### src/rtl/semaforo_entrada_if.sv
// Signal bundle between raw panel inputs and the traffic-light controller.
// master: drives raw switch/button and ack; slave: conditioning stage.
interface semaforo_entrada_if;
    logic sw_alerta;
    logic btn_ped;
    logic ped_ack;
    logic a;
    logic tick;
    logic ped_req;

    modport master (
        output sw_alerta,
        output btn_ped,
        output ped_ack,
        input  a,
        input  tick,
        input  ped_req
    );

    modport slave (
        input  sw_alerta,
        input  btn_ped,
        input  ped_ack,
        output a,
        output tick,
        output ped_req
    );
endinterface

### src/rtl/semaforo_entrada.sv
// Input conditioning ahead of the traffic-light controller: sync + debounce
// of the alert switch (a), free-running tick prescaler, and an optional
// sticky pedestrian request (macro SEMAFORO_PED_REQ_EN).
// Ports: clk, rst (async, active-low), bus (slave: sw_alerta, btn_ped,
// ped_ack in; a, tick, ped_req out).
module semaforo_entrada #(
    parameter int TICK_DIV  = 50_000_000,
    parameter int DB_CYCLES = 1_000_000
) (
    input  logic                  clk,
    input  logic                  rst,
    semaforo_entrada_if.slave     bus
);
    localparam int CW = $clog2(DB_CYCLES);
    localparam int TW = $clog2(TICK_DIV);
    localparam logic [CW-1:0] C_MAX = CW'(DB_CYCLES - 1);
    localparam logic [TW-1:0] T_MAX = TW'(TICK_DIV - 1);

    // Alert path
    logic [1:0]    sa_q;
    logic          da_q, da_d;
    logic [CW-1:0] ca_q, ca_d;

    // Tick prescaler
    logic [TW-1:0] t_q, t_d;
    logic          tick_q, tick_d;

    always_comb begin
        da_d = da_q;
        ca_d = '0;
        if (sa_q[1] != da_q) begin
            if (ca_q == C_MAX) begin
                da_d = ~da_q;
            end else begin
                ca_d = ca_q + 1'b1;
            end
        end
    end

    always_comb begin
        tick_d = (t_q == T_MAX);
        t_d    = tick_d ? '0 : t_q + 1'b1;
    end

    always_ff @(posedge clk or negedge rst) begin
        if (!rst) begin
            sa_q   <= '0;
            da_q   <= 1'b0;
            ca_q   <= '0;
            t_q    <= '0;
            tick_q <= 1'b0;
        end else begin
            sa_q   <= {sa_q[0], bus.sw_alerta};
            da_q   <= da_d;
            ca_q   <= ca_d;
            t_q    <= t_d;
            tick_q <= tick_d;
        end
    end

    assign bus.a    = da_q;
    assign bus.tick = tick_q;

`ifdef SEMAFORO_PED_REQ_EN
    logic [1:0]    sp_q;
    logic          dp_q, dp_d;
    logic          dp_prev_q;
    logic [CW-1:0] cp_q, cp_d;
    logic          req_q, req_d;
    logic          rise;

    always_comb begin
        dp_d = dp_q;
        cp_d = '0;
        if (sp_q[1] != dp_q) begin
            if (cp_q == C_MAX) begin
                dp_d = ~dp_q;
            end else begin
                cp_d = cp_q + 1'b1;
            end
        end
    end

    // Set beats clear so a press coinciding with an ack is kept.
    always_comb begin
        rise  = dp_q & ~dp_prev_q;
        req_d = rise | (req_q & ~bus.ped_ack);
    end

    always_ff @(posedge clk or negedge rst) begin
        if (!rst) begin
            sp_q      <= '0;
            dp_q      <= 1'b0;
            dp_prev_q <= 1'b0;
            cp_q      <= '0;
            req_q     <= 1'b0;
        end else begin
            sp_q      <= {sp_q[0], bus.btn_ped};
            dp_q      <= dp_d;
            dp_prev_q <= dp_q;
            cp_q      <= cp_d;
            req_q     <= req_d;
        end
    end

    assign bus.ped_req = req_q;
`else
    logic unused_ped;
    assign unused_ped  = bus.btn_ped ^ bus.ped_ack;
    assign bus.ped_req = 1'b0;
`endif
endmodule

### src/flat_wrapper.sv
// flat-port wrapper written by rule: the top's interface ports become plain ports
module semaforo_entrada_flat 
#(
    parameter int TICK_DIV  = 50_000_000,
    parameter int DB_CYCLES = 1_000_000
)
  (clk, rst, bus_sw_alerta, bus_btn_ped, bus_ped_ack, bus_a, bus_tick, bus_ped_req);
  semaforo_entrada_if bus_i ();
  input  logic clk;
  input  logic rst;
  input wire logic [$bits(bus_i.sw_alerta)-1:0] bus_sw_alerta;
  input wire logic [$bits(bus_i.btn_ped)-1:0] bus_btn_ped;
  input wire logic [$bits(bus_i.ped_ack)-1:0] bus_ped_ack;
  output wire logic [$bits(bus_i.a)-1:0] bus_a;
  output wire logic [$bits(bus_i.tick)-1:0] bus_tick;
  output wire logic [$bits(bus_i.ped_req)-1:0] bus_ped_req;
  assign bus_i.sw_alerta = bus_sw_alerta;
  assign bus_i.btn_ped = bus_btn_ped;
  assign bus_i.ped_ack = bus_ped_ack;
  assign bus_a = bus_i.a;
  assign bus_tick = bus_i.tick;
  assign bus_ped_req = bus_i.ped_req;
  semaforo_entrada #(.TICK_DIV(TICK_DIV), .DB_CYCLES(DB_CYCLES)) u_core (.clk(clk), .rst(rst), .bus(bus_i));
endmodule
### config.mk
export PLATFORM = sky130hd
export DESIGN_NAME = semaforo_entrada_flat
export DESIGN_NICKNAME = d
export VERILOG_FILES = /design/src/rtl/semaforo_entrada_if.sv /design/src/rtl/semaforo_entrada.sv /design/src/flat_wrapper.sv
export SDC_FILE = /design/constraint.sdc
export NUM_CORES = 1
export LEC_CHECK = 0
export ABC_AREA = 1
export CAP_MARGIN = 20
export CORE_MARGIN = 8
export CORE_UTILIZATION = 55
export DETAILED_ROUTE_END_ITERATION = 10
export PLACE_DENSITY = 0.85
export SLEW_MARGIN = 20
export SYNTH_ARGS = -nofsm -noshare
export SYNTH_HDL_FRONTEND = slang
export SYNTH_SLANG_ARGS = --single-unit
### constraint.sdc
create_clock -name clk -period 1.4 [get_ports clk]
set_input_delay 0.28 -clock clk [delete_from_list [all_inputs] [get_ports clk]]
set_output_delay 0.28 -clock clk [all_outputs]
set_load 0.03 [all_outputs]
==> impl_summary.log <==
[metrics] number of distinct library cells after synthesis: 23
[metrics] die boundary width: 88.5 um
[metrics] Ports: 8
[metrics] library cell occupying the most area in the post-synthesis netlist: sky130_fd_sc_hd__dfrtp_1
[metrics] series of cell instances along the critical path: nand2_1 -> nor2_2 -> inv_1 -> nor2_2 -> nand2_1 -> nand2_1 -> nand2_2 -> nor2_1
[metrics] final weighted congestion in routability-driven placement: 0.910
[metrics] Die Y-Extent: 88.5 um
[metrics] fraction of the cycle the final worst path needs: 101%
[metrics] number of endpoints with negative hold slack in the final report: 0
[metrics] vias post-DR: 2789
[metrics] CTS buffer count: 5
[metrics] initial antenna violation count: 0
[metrics] post-synth top area share: 43.3%
[metrics] kind of launch point of the worst setup path: flop
[metrics] Routed WL per cell: 14.1 um
[metrics] Detailed Route Iter0 Violations: 111
[metrics] ranking of synthesized cells by area: sky130_fd_sc_hd__dfrtp_1, sky130_fd_sc_hd__nand2_1, sky130_fd_sc_hd__nor2_1
[metrics] number of diodes: 0
[metrics] Layout Nets: 464
[metrics] antenna violation net count after detailed routing: 0
[metrics] global-route wire length before repair: 11400 um
[metrics] source-to-sink clock delay at the later pin of the worst-skew pair: 0.31 ns
[metrics] cell seen most often among critical-path stages: sky130_fd_sc_hd__nand2_1
[metrics] clock tree from TritonCTS: done
[metrics] maxcap violations: 0
[metrics] placement-stage worst setup slack: -0.00928 ns
[metrics] overall power after layout: 2.62 mW
[metrics] maximum vdd ir drop: 649 uV
[metrics] slowest cell delay on critical path: 0.43 ns
[metrics] Finished Cell Area: 3610 sq um
[metrics] highest achievable clock rate: 706 MHz
[metrics] proportion of synthesized chip area in sequential cells: 43.3%
[metrics] YS warnings: 0
[metrics] most frequent standard cell in the layout excluding fill and tap cells: sky130_fd_sc_hd__nand2_1
[metrics] worst slack on hold paths: 0.380 ns
[metrics] largest clock skew in the final design: 0.0136 ns
[metrics] leakage dissipation: 1.74 nW
[metrics] synthesis-to-layout area growth: 24.8%
[metrics] dominant delay contributor by cell family on the critical path: simple AND/OR/NAND/NOR gates
[metrics] Max Fanout on Critical Path: 4
[metrics] required time worst endpoint: 1.64 ns
[metrics] time the final worst path needs with I/O delays and setup: 1.42 ns
[metrics] DRC violation count after routing: 0
[metrics] Critical Path Sink Type: flop
[metrics] cells after synthesis: 410
[metrics] core area: 5110 sq um
[metrics] clock sink count: 50
[metrics] CTS HTree Levels: 2
[metrics] register bit count reported by yosys: 50
[metrics] die footprint: 7840 sq um
[metrics] netlist area before placement: 2890 sq um
[metrics] pin count of the biggest net entering global routing: 51
[metrics] number of global-route vias before repair: 2676
[metrics] type of the tightest min-delay check: reg2reg
[metrics] cell at the root of the clock tree: sky130_fd_sc_hd__clkbuf_8
[metrics] maximum root-to-sink buffer count: 2
[metrics] highest-count cells in the layout ignoring fill and taps: sky130_fd_sc_hd__nand2_1, sky130_fd_sc_hd__nor2_1, sky130_fd_sc_hd__inv_1
[metrics] library cell contributing the largest single delay on the critical path: sky130_fd_sc_hd__dfrtp_2
[metrics] final setup margin: -0.0164 ns
[metrics] RSZ-0062 raised after global routing: yes
[metrics] final setup violating endpoints: 2
[metrics] drt via density: 5.28
[metrics] clock-pin slew on the worst setup and hold paths: 0.11 ns
[metrics] overall routed net length: 7450 um
[metrics] WP buf/inv: 1
[metrics] total track usage: 18.5%
[metrics] run status: finished with violations
[metrics] std cell rows: 26
[metrics] total placed instance area: 3170 sq um
[metrics] Total Neg Setup Slack: -0.0196 ns
[metrics] Initial DRT Pass Iterations: 5
[metrics] failing checks: negative setup slack
[metrics] start-to-end type of the worst setup path: reg2reg
[metrics] Post-Syn Area per Cell: 7.06 sq um
[metrics] arrival time of data at the critical path endpoint: 1.66 ns
[metrics] net count after synthesis: 417
[metrics] power density over the cells: 725 nW/um^2
[metrics] number of I/O port buffers: 4
[metrics] placed wire-length estimate: 4710 um
[metrics] number of max-slew violations in the final report: 0
[metrics] layout cells sized above 1: 24.5%
[metrics] starting density of the core: 56.6%
[metrics] Overflow after GRT: 0
[timing repair]
| item | in CTS | in global routing |
|---|---|---|
| resized for setup | 10 | 55 |
| hold endpoints to repair | 50 | 0 |
| setup endpoints to repair | 10 | 35 |
| gates cloned | 0 | 0 |
| hold buffers | 1 | 0 |
| buffers inserted | 3 | 14 |
| pin swaps | 1 | 12 |
[metrics by stage]
| step | util [%] | instances |
|---|---|---|
| after floorplan | - | 410 |
| after global placement | 62.0 | 502 |
| after detailed placement | 62.0 | 502 |
| after CTS | 65.4 | 514 |
| after global routing | 70.7 | 528 |
| final | 70.7 | 528 |
[power breakdown]
part           internal, mW  switching [mW]
combinational        0.0313          0.0576
clock                 0.545           0.523
sequential             1.45         0.00964
[final timing paths]
check                               start        endpoint  cells after the start  slack (ns)
max in group asynchronous             rst   u_core.t_q[6]                      3        0.67
hold reg to reg            u_core.sa_q[0]  u_core.sa_q[1]                      0        0.38
setup / recovery            u_core.t_q[8]  u_core.t_q[19]                      8       -0.02
setup reg to reg            u_core.t_q[8]  u_core.t_q[19]                      8       -0.02
hold / removal             u_core.sa_q[0]  u_core.sa_q[1]                      0        0.38
min in group asynchronous             rst  u_core.ca_q[2]                      3        0.47
[cell type report]
cell class                      instances  area (sq um)
Fill cell                             387          1500
Timing Repair Buffer                   42           340
Sequential cell                        50          1250
Clock buffer                            5          68.8
Clock inverter                          3          48.8
Tap cell                               70          87.6
Multi-Input combinational cell        306          1620
Inverter                               52           195
[per-layer routing]
| metal | GRT usage [%] | vias to the layer above | part of all wire (%) |
|---|---|---|---|
| met5 | 0 | - | 0 |
| met4 | 7.83 | 0 | 2.6 |
| li1 | - | 1343 | - |
| met2 | 33.5 | 95 | 53 |
| met1 | 20.8 | 1329 | 39 |
| met3 | 3.25 | 22 | 5.4 |
[cells in the mapped netlist (all sizes together)]
cell type and instances:
or2 1, nand3 30, nand2 117, nor3 4, nand3b 1, ha 2
xnor2 10, conb 1, o21ai 3, dfrtp 50, a21oi 6, nand4 10
o21bai 1, xor2 11, nor2 109, clkbuf 1, buf 1, inv 52
[state kept, by name, summed over array words and instances (netlist names)]
| name | flops |
|---|---|
| u_core.sa_q | 2 |
| u_core.bus.a | 1 |
| u_core.ca_q | 20 |
| u_core.t_q | 26 |
| u_core.bus.tick | 1 |
[cells by family after synthesis]
logic type	count (synthesis)	share of synthesized area [%]
other	1	0.130
buffers and inverters	54	7.14
adder cells (fa/ha/maj)	2	0.865
XOR/XNOR	21	6.36
AND/OR/NAND/NOR	272	40.4
AO/OA/AOI/OAI	10	1.82
flip-flops	50	43.3
Note: power is estimated with default switching activity, not from simulation.
